`config.mk`:
```
export PLATFORM = sky130hd
export DESIGN_NAME = axi_lite_cmd_arbiter
export DESIGN_NICKNAME = d
export VERILOG_FILES = /design/src/rtl/axi_lite_cmd_arbiter.sv
export SDC_FILE = /design/constraint.sdc
export NUM_CORES = 1
export LEC_CHECK = 0
export ABC_AREA = 1
export BUFFER_PORTS_ARGS = -buffer_cell sky130_fd_sc_hd__buf_2
export CORE_AREA = 2 2 156 158
export DETAILED_ROUTE_END_ITERATION = 16
export DIE_AREA = 0 0 158 160
export PLACE_DENSITY_LB_ADDON = 0.05
export SLEW_MARGIN = 20
export SYNTH_ARGS = -nofsm -noshare
export SYNTH_HDL_FRONTEND = slang
export SYNTH_SLANG_ARGS = --single-unit
```
`constraint.sdc`:
```
create_clock -name clk -period 4.1 [get_ports clk]
set_input_delay 0.41 -clock clk [delete_from_list [all_inputs] [get_ports clk]]
set_output_delay 0.41 -clock clk [all_outputs]
set_load 0.02 [all_outputs]
```
`src/rtl/axi_lite_cmd_arbiter.sv`:
```
// axi_lite_cmd_arbiter
// Arbitrates NUM_REQ command requesters onto a single AXI4-Lite master
// command port, one transaction in flight at a time.
//
// Build option:
//   AXI_ARB_FIXED_PRIO_EN  defined   -> fixed priority, lowest index wins
//                          undefined -> round-robin (default)
//
// Flow: IDLE accepts a winner (req_ready pulse), ISSUE pulses m_start,
// WAIT holds until m_done, then req_done pulses for the granted requester.
module axi_lite_cmd_arbiter #(
    parameter int NUM_REQ = 4,
    parameter int IDW     = $clog2(NUM_REQ)
) (
    input  logic                    clk,
    input  logic                    rst,
    input  logic [NUM_REQ-1:0]      req_valid,
    input  logic [NUM_REQ-1:0]      req_write,
    input  logic [32*NUM_REQ-1:0]   req_addr,
    input  logic [32*NUM_REQ-1:0]   req_wdata,
    output logic [NUM_REQ-1:0]      req_ready,
    output logic [NUM_REQ-1:0]      req_done,
    output logic [31:0]             req_rdata,
    output logic                    busy,
    output logic [IDW-1:0]          grant_id,
    output logic                    m_start,
    output logic                    m_write_en,
    output logic [31:0]             m_addr,
    output logic [31:0]             m_wdata,
    input  logic [31:0]             m_rdata,
    input  logic                    m_done
);

    typedef enum logic [1:0] {
        IDLE  = 2'd0,
        ISSUE = 2'd1,
        WAIT  = 2'd2
    } state_t;

    state_t               state_q, state_d;
    logic [IDW-1:0]       grant_id_q, grant_id_d;
    logic                 wr_q, wr_d;
    logic [31:0]          addr_q, addr_d;
    logic [31:0]          wdata_q, wdata_d;
    logic [31:0]          rdata_q, rdata_d;
    logic [NUM_REQ-1:0]   done_q, done_d;

    // Arbiter result for the current cycle
    logic                 win_found;
    logic [IDW-1:0]       win_idx;
    logic                 accept;

    // Per-requester views of the flattened address/data buses
    logic [31:0]          addr_arr  [NUM_REQ];
    logic [31:0]          wdata_arr [NUM_REQ];

    for (genvar i = 0; i < NUM_REQ; i++) begin : g_unpack
        assign addr_arr[i]  = req_addr[32*i +: 32];
        assign wdata_arr[i] = req_wdata[32*i +: 32];
    end

    // A grant only happens from IDLE; held low while rst is asserted so that
    // req_ready is cleared asynchronously along with the state.
    assign accept = (state_q == IDLE) && win_found && !rst;

`ifdef AXI_ARB_FIXED_PRIO_EN

    // Fixed priority: the lowest-numbered valid requester wins
    always_comb begin
        win_found = 1'b0;
        win_idx   = '0;
        for (int k = 0; k < NUM_REQ; k++) begin
            if (!win_found && req_valid[IDW'(k)]) begin
                win_found = 1'b1;
                win_idx   = IDW'(k);
            end
        end
    end

`else

    logic [IDW-1:0] ptr_q, ptr_d;
    int             cand_i;

    // Round-robin: search starts at ptr_q and wraps past NUM_REQ-1 to 0
    always_comb begin
        win_found = 1'b0;
        win_idx   = '0;
        cand_i    = 0;
        for (int k = 0; k < NUM_REQ; k++) begin
            cand_i = int'(ptr_q) + k;
            if (cand_i >= NUM_REQ) begin
                cand_i = cand_i - NUM_REQ;
            end
            if (!win_found && req_valid[IDW'(cand_i)]) begin
                win_found = 1'b1;
                win_idx   = IDW'(cand_i);
            end
        end
    end

    // Pointer moves to the slot after the winner on every acceptance
    always_comb begin
        ptr_d = ptr_q;
        if (accept) begin
            if (win_idx == IDW'(NUM_REQ - 1)) begin
                ptr_d = '0;
            end else begin
                ptr_d = win_idx + 1'b1;
            end
        end
    end

    // Round-robin pointer register
    always_ff @(posedge clk or posedge rst) begin
        if (rst) begin
            ptr_q <= '0;
        end else begin
            ptr_q <= ptr_d;
        end
    end

`endif

    // Next-state and command capture; req_ready is a combinational grant
    always_comb begin
        state_d    = state_q;
        grant_id_d = grant_id_q;
        wr_d       = wr_q;
        addr_d     = addr_q;
        wdata_d    = wdata_q;
        rdata_d    = rdata_q;
        done_d     = '0;
        req_ready  = '0;
        unique case (state_q)
            IDLE: begin
                if (accept) begin
                    req_ready[win_idx] = 1'b1;
                    grant_id_d         = win_idx;
                    wr_d               = req_write[win_idx];
                    addr_d             = addr_arr[win_idx];
                    wdata_d            = wdata_arr[win_idx];
                    state_d            = ISSUE;
                end
            end
            ISSUE: begin
                // m_done here is not a completion of this command
                state_d = WAIT;
            end
            WAIT: begin
                if (m_done) begin
                    // Read data is captured for writes too
                    rdata_d              = m_rdata;
                    done_d[grant_id_q]   = 1'b1;
                    state_d              = IDLE;
                end
            end
            default: begin
                state_d = IDLE;
            end
        endcase
    end

    // State and datapath registers; reset drops any transaction in flight
    always_ff @(posedge clk or posedge rst) begin
        if (rst) begin
            state_q    <= IDLE;
            grant_id_q <= '0;
            wr_q       <= 1'b0;
            addr_q     <= '0;
            wdata_q    <= '0;
            rdata_q    <= '0;
            done_q     <= '0;
        end else begin
            state_q    <= state_d;
            grant_id_q <= grant_id_d;
            wr_q       <= wr_d;
            addr_q     <= addr_d;
            wdata_q    <= wdata_d;
            rdata_q    <= rdata_d;
            done_q     <= done_d;
        end
    end

    assign busy       = (state_q != IDLE);
    assign m_start    = (state_q == ISSUE);
    assign m_write_en = wr_q;
    assign m_addr     = addr_q;
    assign m_wdata    = wdata_q;
    assign grant_id   = grant_id_q;
    assign req_rdata  = rdata_q;
    assign req_done   = done_q;

endmodule

```
==> summary.txt <==
Status
  • Status: complete, no violations

Timing
  • Max Fclk: 277 MHz
  • Setup TNS Final: 0 ps
  • Slew @ Worst Pin: approximately 930 ps
  • Post-layout minimum cycle time: ~3600 ps
  • Period utilisation layout: between 80 and 90%
  • Unrepaired setup endpoints after global routing: false
  • Skew final: approximately 11 ps
  • Fin. max-slew vios: 0
  • Final setup vio count: 0
  • Relative slew margins: 38.2%
  • Hold Vio Cnt, Final: 0

Cells and area
  • Fin util: between 40% and 50%
  • Post-Layout Inst Area: just under 0.01 mm2
  • Layout cells sized above 1: 34.3%
  • Layout fillers: 2703
  • Area grow syn2layout: 34.7%
  • Nets: roughly 1700

Routing
  • Antenna-violating nets left: 0
  • Final wirelength: a little under 30 mm
  • Vias per cell: approximately 4.8
  • DRT iter0 DRCs: 398
  • Avg WL per Cell: 16.6 um
  • Via count: roughly 8400
  • # DRC: 0
  • Number of iterations in the first detailed-routing pass: 5

Critical path
  • R2R Path End: m_wdata[6]$_DFFE_PP0P_
  • Worst EP arrival: between 3000 and 4000 ps
  • Buf/Inv on CP: 2
  • Crit path required time: ~3700 ps
  • Family with the most delay on the worst path: simple AND/OR/NAND/NOR gates
  • R2r startpoint: ptr_q[0]$_DFFE_PP0N_
  • Reg2Reg Setup Slack: roughly 900 ps
  • Reg2reg path depth: 10
  • Worst-path maximum fanout: 34
  • Crit path launch type: flop
  • Crit path capture: req_ready[0]
  • Cell breakdown of the critical path: nand2_1, nand3_1, nand2_2, nor2_4, nand3_4, nand3_4, buf_4, nand2_1, nor2_2, buf_2
  • Critical Path End Type: output port
  • Setup Crit Path Kind: reg2out
  • Slowest-stage cell, CP: dfrtp_1
  • CP Launch Point: ptr_q[0]$_DFFE_PP0N_
  • Crit path largest cell delay: roughly 630 ps
  • CP Depth: 10

Power
  • Leakage: approximately 0.0058 uW
  • Total power: 8440 uW
  • Worst vdd ir: between 400 and 500 uV
  • Power per cell area: 863 mW/mm2

Logic synthesis
  • Most frequent cell after synthesis: nand2_1
  • Yosys warns: 0
  • Post-Syn Area: between 0.007 and 0.008 mm2
  • Synth Instances: between 1000 and 1500
  • Top cells by count, synth: nand2_1, nand3_1, inv_1
  • Synth top area share: between 30% and 40%
  • Syn Area/Cell: around 6.8 um2
  • FFs w/ async S/R, synth: 100%
  • Dominant synthesized flop cell: dfrtp_1
  • Synth top area cells: dfrtp_1, nand3_1, nand2_1
  • Synth Register Bits: roughly 110
  • Syn_nets: between 1000 and 1500
  • EDFF count, synth: 0
  • Seq/Total Area, Yosys: between 30% and 40%
  • Post-synth top area cell: dfrtp_1
  • Netlist cell types: 26

Die
  • Die width: 158 um
  • Die ar.: ~0.025 mm2
  • IO Count: approximately 410
  • Core ar.: between 0.02 and 0.025 mm2
  • Starting Density: between 30% and 40%
  • Die outline height: ~160 um
  • Placement Rows: between 50 and 60

Placement
  • Dpl hpwl: around 21 mm
  • # port buffers: around 400
  • DP Area: about 0.0095 mm2
  • Routability cong.: between 0.8 and 0.9

Flow run
  • Number of max-cap violations: 0

Hold path
  • Worst Hold Class: in2async

Global routing
  • Overflow after GRT: 0
  • Initial antenna violation count: 6
  • Number of global-route vias before repair: between 7000 and 8000
  • GRT Overall Usage: 22.5%
  • Global-route wire length before repair: around 44 mm
  • Largest net degree at the start of global routing: 77

Clocking
  • Clk sink count: between 100 and 150
  • Htree depth: 3
  • Maximum clock path buffer count: 2
  • Root Buffer: clkbuf_16
  • CTS buffer count: 9
  • CTS resizes: 0
  • Hold Buf Count CTS: 0
  • Clock-pin slew on the worst setup and hold paths: about 80 ps
  • CTS tree: built
  • Postcts setup bufs: 0
  • Insertion delay to the later sink of the worst-skew pair: 360 ps
## state kept, by name, summed over array words and instances, names as in the netlist
register	cells
m_addr	32
m_wdata	32
req_rdata	32
req_done	4
grant_id	2
ptr_q	2
state_q	2
m_write_en	1
## area by class of cell
class                   count  area [um2]  share of cell area (%)
multi-input cells         686        3470                    35.5
flip-flops and latches    107        2680                    27.4
repair buffers            426        2190                    22.4
inverters                 197         747                    7.64
well taps                 324         405                    4.14
clock buffers               9         225                    2.30
clock inverters             6        50.0                   0.512
diodes                      5        12.5                   0.128
## logic make-up after synthesis
family,share of synthesized area [%]
AND/OR/NAND/NOR,41.3
multiplexers,4.96
flip-flops,36.9
AO/OA/AOI/OAI,1.09
buffers and inverters,15.6
adder cells (fa/ha/maj),0.172
## power breakdown
group / internal (uW) / switching, uW
Sequential: 1580 / 274
Clock: 419 / 442
Combinational: 1740 / 3980
Total: 3740 / 4700
## layer usage
metal	track usage (%)	part of all wire, %	wire length [um]	up-vias
met3	4.83	7.4	2160	34
met2	38.8	48	14100	322
met1	28.1	42	12400	3837
li1	-	-	-	4164
met5	0	0.079	23	-
met4	6.88	2.1	607	4
## per-stage QoR
| stage | std cells | setup slack, ps | hold slack [ps] |
|---|---|---|---|
| 6_report | 1760 | 493 | 185 |
| 5_1_grt | 1758 | 206 | 244 |
| 4_1_cts | 1755 | 452 | 202 |
| 3_5_place_dp | 1740 | 863 | 477 |
| 3_3_place_gp | 1740 | 917 | 475 |
| 2_1_floorplan | 1071 | 873 | 501 |
## cells in the final DEF, fill, tap and decap left out, drive strengths merged
| cell | netlist | final |
|---|---|---|
| a21oi | 9 | 9 |
| a31oi | 1 | 1 |
| buf | 43 | 426 |
| clkbuf | 38 | 9 |
| clkinv | 0 | 2 |
| clkinvlp | 0 | 1 |
| dfrtp | 107 | 107 |
| diode | 0 | 5 |
| ha | 1 | 1 |
| inv | 197 | 200 |
| mux2 | 32 | 32 |
| nand2 | 270 | 270 |
| nand3 | 210 | 210 |
| nand4 | 108 | 108 |
| nor2 | 45 | 45 |
| nor3 | 5 | 5 |
| o21ai | 4 | 4 |
| o21bai | 1 | 1 |
## worst min path at each step
stage | start | to
finish | rst | req_done[2]$_DFF_PP0_
global route | rst | req_done[1]$_DFF_PP0_
CTS | rst | req_done[0]$_DFF_PP0_
detailed placement | m_addr[7]$_DFFE_PP0P_ | m_addr[7]$_DFFE_PP0P_
global placement | grant_id[1]$_DFFE_PP0P_ | req_done[0]$_DFF_PP0_
floorplan | state_q[0]$_DFFE_PP0P_ | state_q[1]$_DFFE_PP0P_
(Power assumes the default switching activity.)
